### src/rtl/mips_mcctrl.sv
// Multicycle MIPS main controller: sequences fetch/decode/execute/memory/writeback
// and drives datapath strobes, mux selects and the alu_t aluop consumed by aludec.
module mips_mcctrl #(
    parameter bit          USE_MEM_READY = 1'b1,
    parameter int unsigned STATE_W       = 4
) (
    input  logic               clk,
    input  logic               reset_n,
    input  logic [5:0]         op,
    input  logic               mem_ready,
    output logic               pcwrite,
    output logic               branch,
    output logic               branchne,
    output logic               iord,
    output logic               memwrite,
    output logic               irwrite,
    output logic               regwrite,
    output logic               regdst,
    output logic               memtoreg,
    output logic               alusrca,
    output logic [1:0]         alusrcb,
    output logic               extop,
    output logic [1:0]         pcsrc,
    output logic [3:0]         aluop,
    output logic               illegal_op,
    output logic [STATE_W-1:0] state
);

    typedef enum logic [3:0] {
        StFetch    = 4'd0,
        StDecode   = 4'd1,
        StMemAdr   = 4'd2,
        StMemRd    = 4'd3,
        StMemWb    = 4'd4,
        StMemWr    = 4'd5,
        StRtypeEx  = 4'd6,
        StRtypeWb  = 4'd7,
        StBranchEx = 4'd8,
        StImmEx    = 4'd9,
        StImmWb    = 4'd10,
        StJEx      = 4'd11
    } state_e;

    localparam logic [5:0] OpRtype = 6'd0;
    localparam logic [5:0] OpJ     = 6'd2;
    localparam logic [5:0] OpBeq   = 6'd4;
    localparam logic [5:0] OpBne   = 6'd5;
    localparam logic [5:0] OpAddi  = 6'd8;
    localparam logic [5:0] OpSlti  = 6'd10;
    localparam logic [5:0] OpAndi  = 6'd12;
    localparam logic [5:0] OpOri   = 6'd13;
    localparam logic [5:0] OpXori  = 6'd14;
    localparam logic [5:0] OpLui   = 6'd15;
    localparam logic [5:0] OpLw    = 6'd35;
    localparam logic [5:0] OpSw    = 6'd43;

    localparam logic [3:0] AluAdd   = 4'd0;
    localparam logic [3:0] AluSub   = 4'd1;
    localparam logic [3:0] AluSlt   = 4'd2;
    localparam logic [3:0] AluAnd   = 4'd4;
    localparam logic [3:0] AluOr    = 4'd5;
    localparam logic [3:0] AluXor   = 4'd6;
    localparam logic [3:0] AluLui   = 4'd7;
    localparam logic [3:0] AluFunct = 4'd15;

    state_e state_q, state_d;
    logic   illegal_q, illegal_d;
    logic   mem_rdy;

    logic   pcwrite_raw, irwrite_raw, memwrite_raw, regwrite_raw;
    logic [3:0] imm_aluop;
    logic       imm_extop;

    assign mem_rdy = USE_MEM_READY ? mem_ready : 1'b1;

    // State register
    always_ff @(posedge clk or negedge reset_n) begin
        if (!reset_n) begin
            state_q   <= StFetch;
            illegal_q <= 1'b0;
        end else begin
            state_q   <= state_d;
            illegal_q <= illegal_d;
        end
    end

    // Next-state logic
    always_comb begin
        state_d   = StFetch;
        illegal_d = 1'b0;
        case (state_q)
            StFetch:    state_d = mem_rdy ? StDecode : StFetch;
            StDecode: begin
                case (op)
                    OpRtype:                                      state_d = StRtypeEx;
                    OpLw, OpSw:                                   state_d = StMemAdr;
                    OpBeq, OpBne:                                 state_d = StBranchEx;
                    OpAddi, OpSlti, OpAndi, OpOri, OpXori, OpLui: state_d = StImmEx;
                    OpJ:                                          state_d = StJEx;
                    default: begin
                        state_d   = StFetch;
                        illegal_d = 1'b1;
                    end
                endcase
            end
            StMemAdr:   state_d = (op == OpSw) ? StMemWr : StMemRd;
            StMemRd:    state_d = mem_rdy ? StMemWb : StMemRd;
            StMemWb:    state_d = StFetch;
            StMemWr:    state_d = mem_rdy ? StFetch : StMemWr;
            StRtypeEx:  state_d = StRtypeWb;
            StRtypeWb:  state_d = StFetch;
            StBranchEx: state_d = StFetch;
            StImmEx:    state_d = StImmWb;
            StImmWb:    state_d = StFetch;
            StJEx:      state_d = StFetch;
            default:    state_d = StFetch;
        endcase
    end

    // Immediate-class ALU operation and extension mode, shared by IMMEX and IMMWB
    always_comb begin
        imm_aluop = AluAdd;
        imm_extop = 1'b0;
        case (op)
            OpSlti: imm_aluop = AluSlt;
            OpAndi: begin
                imm_aluop = AluAnd;
                imm_extop = 1'b1;
            end
            OpOri: begin
                imm_aluop = AluOr;
                imm_extop = 1'b1;
            end
            OpXori: begin
                imm_aluop = AluXor;
                imm_extop = 1'b1;
            end
            OpLui:   imm_aluop = AluLui;
            default: imm_aluop = AluAdd;
        endcase
    end

    // Moore output decode
    always_comb begin
        pcwrite_raw  = 1'b0;
        irwrite_raw  = 1'b0;
        memwrite_raw = 1'b0;
        regwrite_raw = 1'b0;
        branch       = 1'b0;
        branchne     = 1'b0;
        iord         = 1'b0;
        regdst       = 1'b0;
        memtoreg     = 1'b0;
        alusrca      = 1'b0;
        alusrcb      = 2'b00;
        extop        = 1'b0;
        pcsrc        = 2'b00;
        aluop        = AluAdd;
        case (state_q)
            StFetch: begin
                alusrcb     = 2'b01;
                irwrite_raw = mem_rdy;
                pcwrite_raw = mem_rdy;
            end
            StDecode: alusrcb = 2'b11;
            StMemAdr: begin
                alusrca = 1'b1;
                alusrcb = 2'b10;
            end
            StMemRd: iord = 1'b1;
            StMemWb: begin
                memtoreg     = 1'b1;
                regwrite_raw = 1'b1;
            end
            StMemWr: begin
                iord         = 1'b1;
                memwrite_raw = 1'b1;
            end
            StRtypeEx: begin
                alusrca = 1'b1;
                aluop   = AluFunct;
            end
            StRtypeWb: begin
                regdst       = 1'b1;
                aluop        = AluFunct;
                regwrite_raw = 1'b1;
            end
            StBranchEx: begin
                alusrca  = 1'b1;
                aluop    = AluSub;
                pcsrc    = 2'b01;
                branch   = (op == OpBeq);
                branchne = (op == OpBne);
            end
            StImmEx: begin
                alusrca = 1'b1;
                alusrcb = 2'b10;
                aluop   = imm_aluop;
                extop   = imm_extop;
            end
            StImmWb: begin
                alusrca      = 1'b1;
                alusrcb      = 2'b10;
                aluop        = imm_aluop;
                extop        = imm_extop;
                regwrite_raw = 1'b1;
            end
            StJEx: begin
                pcsrc       = 2'b10;
                pcwrite_raw = 1'b1;
            end
            default: ;
        endcase
    end

    // Architectural write strobes must be dead while reset is held, even in FETCH
    assign pcwrite    = pcwrite_raw & reset_n;
    assign irwrite    = irwrite_raw & reset_n;
    assign memwrite   = memwrite_raw & reset_n;
    assign regwrite   = regwrite_raw & reset_n;
    assign illegal_op = illegal_q;
    assign state      = STATE_W'(state_q);

endmodule

### config.mk
export PLATFORM = sky130hd
export DESIGN_NAME = mips_mcctrl
export DESIGN_NICKNAME = d
export VERILOG_FILES = /design/src/rtl/mips_mcctrl.sv
export SDC_FILE = /design/constraint.sdc
export NUM_CORES = 1
export LEC_CHECK = 0
export ABC_CLOCK_PERIOD_IN_PS = 1600
export CORE_MARGIN = 5
export CORE_UTILIZATION = 40
export CTS_BUF_LIST = sky130_fd_sc_hd__clkbuf_8
export CTS_CLUSTER_SIZE = 28
export DETAILED_ROUTE_END_ITERATION = 12
export PLACE_DENSITY = 0.81
export SYNTH_ARGS = -nofsm -noshare
export SYNTH_HDL_FRONTEND = slang
export SYNTH_SLANG_ARGS = --single-unit
### constraint.sdc
create_clock -name clk -period 1.6 [get_ports clk]
set_input_delay 0.16 -clock clk [delete_from_list [all_inputs] [get_ports clk]]
set_output_delay 0.16 -clock clk [all_outputs]
set_load 0.005 [all_outputs]
==> flow_summary.json, run 1 <==
{
  "ys_warn_count": 0,
  "syn_avg_cell_area_um2": 6.87,
  "synthDistinctLibCells": 37,
  "grt_max_degree": 8,
  "synthArstFlopShare": 1.00,
  "synth_area_um2": 639,
  "synth.net_count": 102,
  "root_buffer": "clkbuf_8",
  "gp_congestion": 0.882,
  "clk_path_buf_depth": 2,
  "postCtsHoldBufs": 0,
  "dominantRegCellSynth": "dfrtp_1",
  "cts.sinks": 5,
  "die_h_um": 50.0,
  "io_pins": 33,
  "hpwlAfterDp_um": 2010,
  "synth-edff-count": 0,
  "synthCells": 93,
  "ys_seq_area_frac": 0.196,
  "num_rows": 14,
  "lastStage": "global routing",
  "endpoint_type": "primary output",
  "start_util": 0.424,
  "status": "stopped before the end",
  "tool.error": "[ERROR DPL-0038] Utilization greater than 100%, impossible to legalize",
  "numCtsBuffers": 3,
  "placement.io_buffers": 32,
  "ctsHtreeMaxLevel": 1,
  "fp.dieW_um": 50.0,
  "dpl_cell_area_mm2": 0.00120,
  "ys_seq_elements": 5,
  "worst_endpoint": "branchne"
}
==> metrics by stage <==
stage | hold slack (ns) | util | setup TNS (ns) | cells | setup WS, ns
after floorplan | -0.136 | - | 0 | 93 | 0.195
after detailed placement | 0.541 | 0.799 | -3.29 | 168 | -0.453
after CTS | 0.311 | 0.944 | -0.332 | 184 | -0.0797
after global placement | 0.520 | 0.799 | -2.87 | 168 | -0.356
==> Yosys cell counts, types with 2 or more instances <==
master / count / share of area
nor2_1: 11 / 0.065
a21oi_1: 6 / 0.047
nor4_1: 2 / 0.020
inv_1: 3 / 0.018
nor3_1: 8 / 0.063
and2_1: 2 / 0.020
o211ai_1: 3 / 0.035
o21a_1: 4 / 0.047
clkbuf_1: 4 / 0.023
and4_1: 2 / 0.027
nand3_1: 4 / 0.031
nand2b_1: 2 / 0.020
and3_1: 2 / 0.020
buf_1: 2 / 0.012
inv_2: 2 / 0.012
nor2b_1: 3 / 0.029
dfrtp_1: 5 / 0.20
nand2_1: 8 / 0.047
a31oi_1: 2 / 0.020
==> repair_timing <==
action                     CTS
buffers inserted            12
gates resized for setup     84
pin swaps                   11
setup endpoints to repair   19
==> logic make-up after synthesis <==
logic type / count (synthesis) / share of synthesized area
buf+inv: 13 / 0.0900
simple gates: 48 / 0.389
xor+xnor: 1 / 0.0137
compound gates: 26 / 0.311
flops: 5 / 0.196
==> run 2, diff against run 1 <==
Settings changed: CORE_AREA set to 5 5 66 68, CORE_MARGIN 5 to unset, CORE_UTILIZATION 40 to unset, CTS_BUF_LIST sky130_fd_sc_hd__clkbuf_8 to unset, CTS_CLUSTER_SIZE 28 to unset, DIE_AREA set to 0 0 71 73, PLACE_DENSITY 0.81 to unset, PLACE_DENSITY_LB_ADDON set to 0.15.
==> flow_summary.json, run 2 <==
{
  "status": "finished with violations",
  "violations": "setup timing",
  "fin_util": 0.407,
  "wirelength_um": 2980,
  "hold_ws_ns": 0.291,
  "maxCapViolations": 0,
  "p_sw_uw": 673,
  "postLayoutSetupSlackWorst_ns": -0.0736,
  "dominantRegCellSynth": "dfrtp_1",
  "hp-class": "in2async",
  "pwr-share-comb": 0.725,
  "dpl_cell_area_mm2": 0.00128,
  "peakVddDrop_v": 0.000409,
  "gp_congestion": 0.776,
  "area_growth_pct": 142,
  "die-area_mm2": 0.00518,
  "routedWlPerCell_um": 13.2,
  "grt.overflow.total": 0,
  "grt_antenna_before_repair": 0,
  "path_clk_slew_ns": 0.04,
  "cts_tree": "done",
  "synth-edff-count": 0,
  "multi_input_area_um2": 591,
  "cts.sinks": 5,
  "yosys.area_share.simple": 0.389,
  "root_buffer": "clkbuf_8",
  "synth_area_um2": 639,
  "layout_common_cells": "buf_4, buf_6, dlygate4sd2_1",
  "ys_seq_elements": 5,
  "final_cells": 225,
  "synth_top_cells_by_area": "dfrtp_1, nor2_1, nor3_1",
  "synth_xor_area_frac": 0.0137,
  "p_total_mw": 1.74,
  "synthTopCellsByCount": "nor2_1, nand2_1, nor3_1",
  "arrival_ns": 1.51,
  "clock_power_share": 0.139,
  "clk_latency_ns": 0.23,
  "fin_crit_ns": 1.67,
  "endpoint_kind": "output pin",
  "clock.fmax_mhz": 598,
  "p_leak_nw": 0.756,
  "synth.net_count": 102,
  "placement.io_buffers": 32,
  "setup_viol": 6,
  "yosysTopAreaCellShare": 0.196,
  "relSlewSlack": 0.768,
  "synthMuxAreaShare": 0,
  "antennaDiodeCount": 0,
  "ys_seq_area_frac": 0.196,
  "rsz0062_at_grt": "true",
  "grt_max_degree": 9,
  "ys_warn_count": 0,
  "layout-drive-gt1-share": 0.589,
  "numCtsBuffers": 3,
  "drtIter0Drc": 31,
  "layout_commonest_cell": "buf_4",
  "period_share": 1.05,
  "cp_max_fo": 4,
  "synth_fa_ha_area_frac": 0,
  "ctsHtreeMaxLevel": 1,
  "p_per_area_mw_per_mm2": 1120,
  "synthArstFlopShare": 1.00,
  "ant_nets": 0,
  "remaining_drc_errors": 0,
  "clk_path_buf_depth": 2,
  "io_pins": 33,
  "required_ns": 1.44,
  "largest_reg_flops": 4,
  "internal_power_mw": 1.06,
  "num_rows": 23,
  "post-place-cells": 207,
  "placeableCoreArea_mm2": 0.00380,
  "via_per_inst": 4.60,
  "cp-start-kind": "register",
  "num_vias": 1034,
  "synthCells": 93,
  "hpwlAfterDp_um": 2170,
  "syn_avg_cell_area_um2": 6.87,
  "yosysMostFrequentCell": "nor2_1",
  "tightestPinTransition_ns": 0.348,
  "final_area_mm2": 0.00155,
  "clock_skew_ns": 0.00784,
  "yosysTopAreaCell": "dfrtp_1",
  "timing.final.max_slew_violations": 0,
  "finalHoldViolations": 0,
  "fp.dieW_um": 71,
  "fillers": 413,
  "start_util": 0.168,
  "path_class": "reg2out",
  "postCtsHoldBufs": 0,
  "p_sw_frac": 0.388,
  "grt_pass1_vias": 1021,
  "grt.total_usage": 0.110,
  "die_h_um": 73,
  "synthDistinctLibCells": 37,
  "synth_top_family_by_area": "simple AND/OR/NAND/NOR gates",
  "fin_nets": 185,
  "grt_pass1_wl_um": 4640,
  "synth_compound_area_frac": 0.311,
  "first_pass_iters": 4,
  "register_area_um2": 130,
  "power_frac_seq": 0.136
}
[run 2: logic make-up after synthesis]
family / count (synthesis)
xor+xnor: 1
simple gates: 48
flops: 5
compound gates: 26
buf+inv: 13
[run 2: cell type report]
class,instances,share of cell area
Clock buffer,4,0.0291
Inverter,5,0.0137
Sequential cell,5,0.0841
Timing Repair Buffer,86,0.451
Multi-Input combinational cell,75,0.382
Tap cell,50,0.0404
[run 2: stage by stage]
| stage | TNS (ns) | setup WS (ns) |
|---|---|---|
| after floorplan | 0 | 0.195 |
| after global placement | -4.14 | -0.433 |
| after detailed placement | -4.08 | -0.434 |
| after CTS | -0.629 | -0.150 |
| after global routing | -0.772 | -0.144 |
| final | -0.268 | -0.0736 |
[run 2: timing repair]
action | CTS | global route
pin swaps | 14 | 13
gates resized for setup | 64 | 40
setup endpoints to repair | 20 | 16
buffers inserted | 10 | 4
[run 2: metal layers]
layer  vias up  GRT usage  wire [um]  share of wire
li1        504          -          -              -
met5         -          0          0              0
met2        34      0.216       1610           0.54
met1       494      0.125       1230           0.41
met4         0     0.0251         17         0.0057
met3         2     0.0138        131          0.044
[run 2: worst paths after layout]
kind / from / to / slack [ns] / cells after the start
setup reg to reg: state[1] / state[0] / 0.07 / 6
min in group clk: op[5] / state[0] / 0.60 / 6
hold / removal: reset_n / state[0] / 0.29 / 2
hold reg to reg: state[3] / state[2] / 0.65 / 2
setup / recovery: state[2] / branch / -0.07 / 6
max in group asynchronous: reset_n / state[3] / 1.18 / 2
[run 2: critical path, stage by stage, from the launching register on]
cell      delay (ns)
dfrtp_2         0.44
nand2b_4        0.19
nor3_4          0.21
buf_4           0.13
nand3_2         0.07
nor2_1          0.11
buf_2           0.12
[run 2: power groups by stage]
| stage | combinational (mW) | sequential (mW) | clock, mW |
|---|---|---|---|
| 3_3_place_gp | 0.978 | 0.222 | 0 |
| 3_5_place_dp | 0.982 | 0.219 | 0 |
| 2_1_floorplan | 0.380 | 0.198 | 0 |
| 4_1_cts | 1.13 | 0.223 | 0.245 |
| 6_report | 1.26 | 0.236 | 0.242 |
| 5_1_grt | 1.35 | 0.245 | 0.260 |
Power figures use the tool's default switching activity.
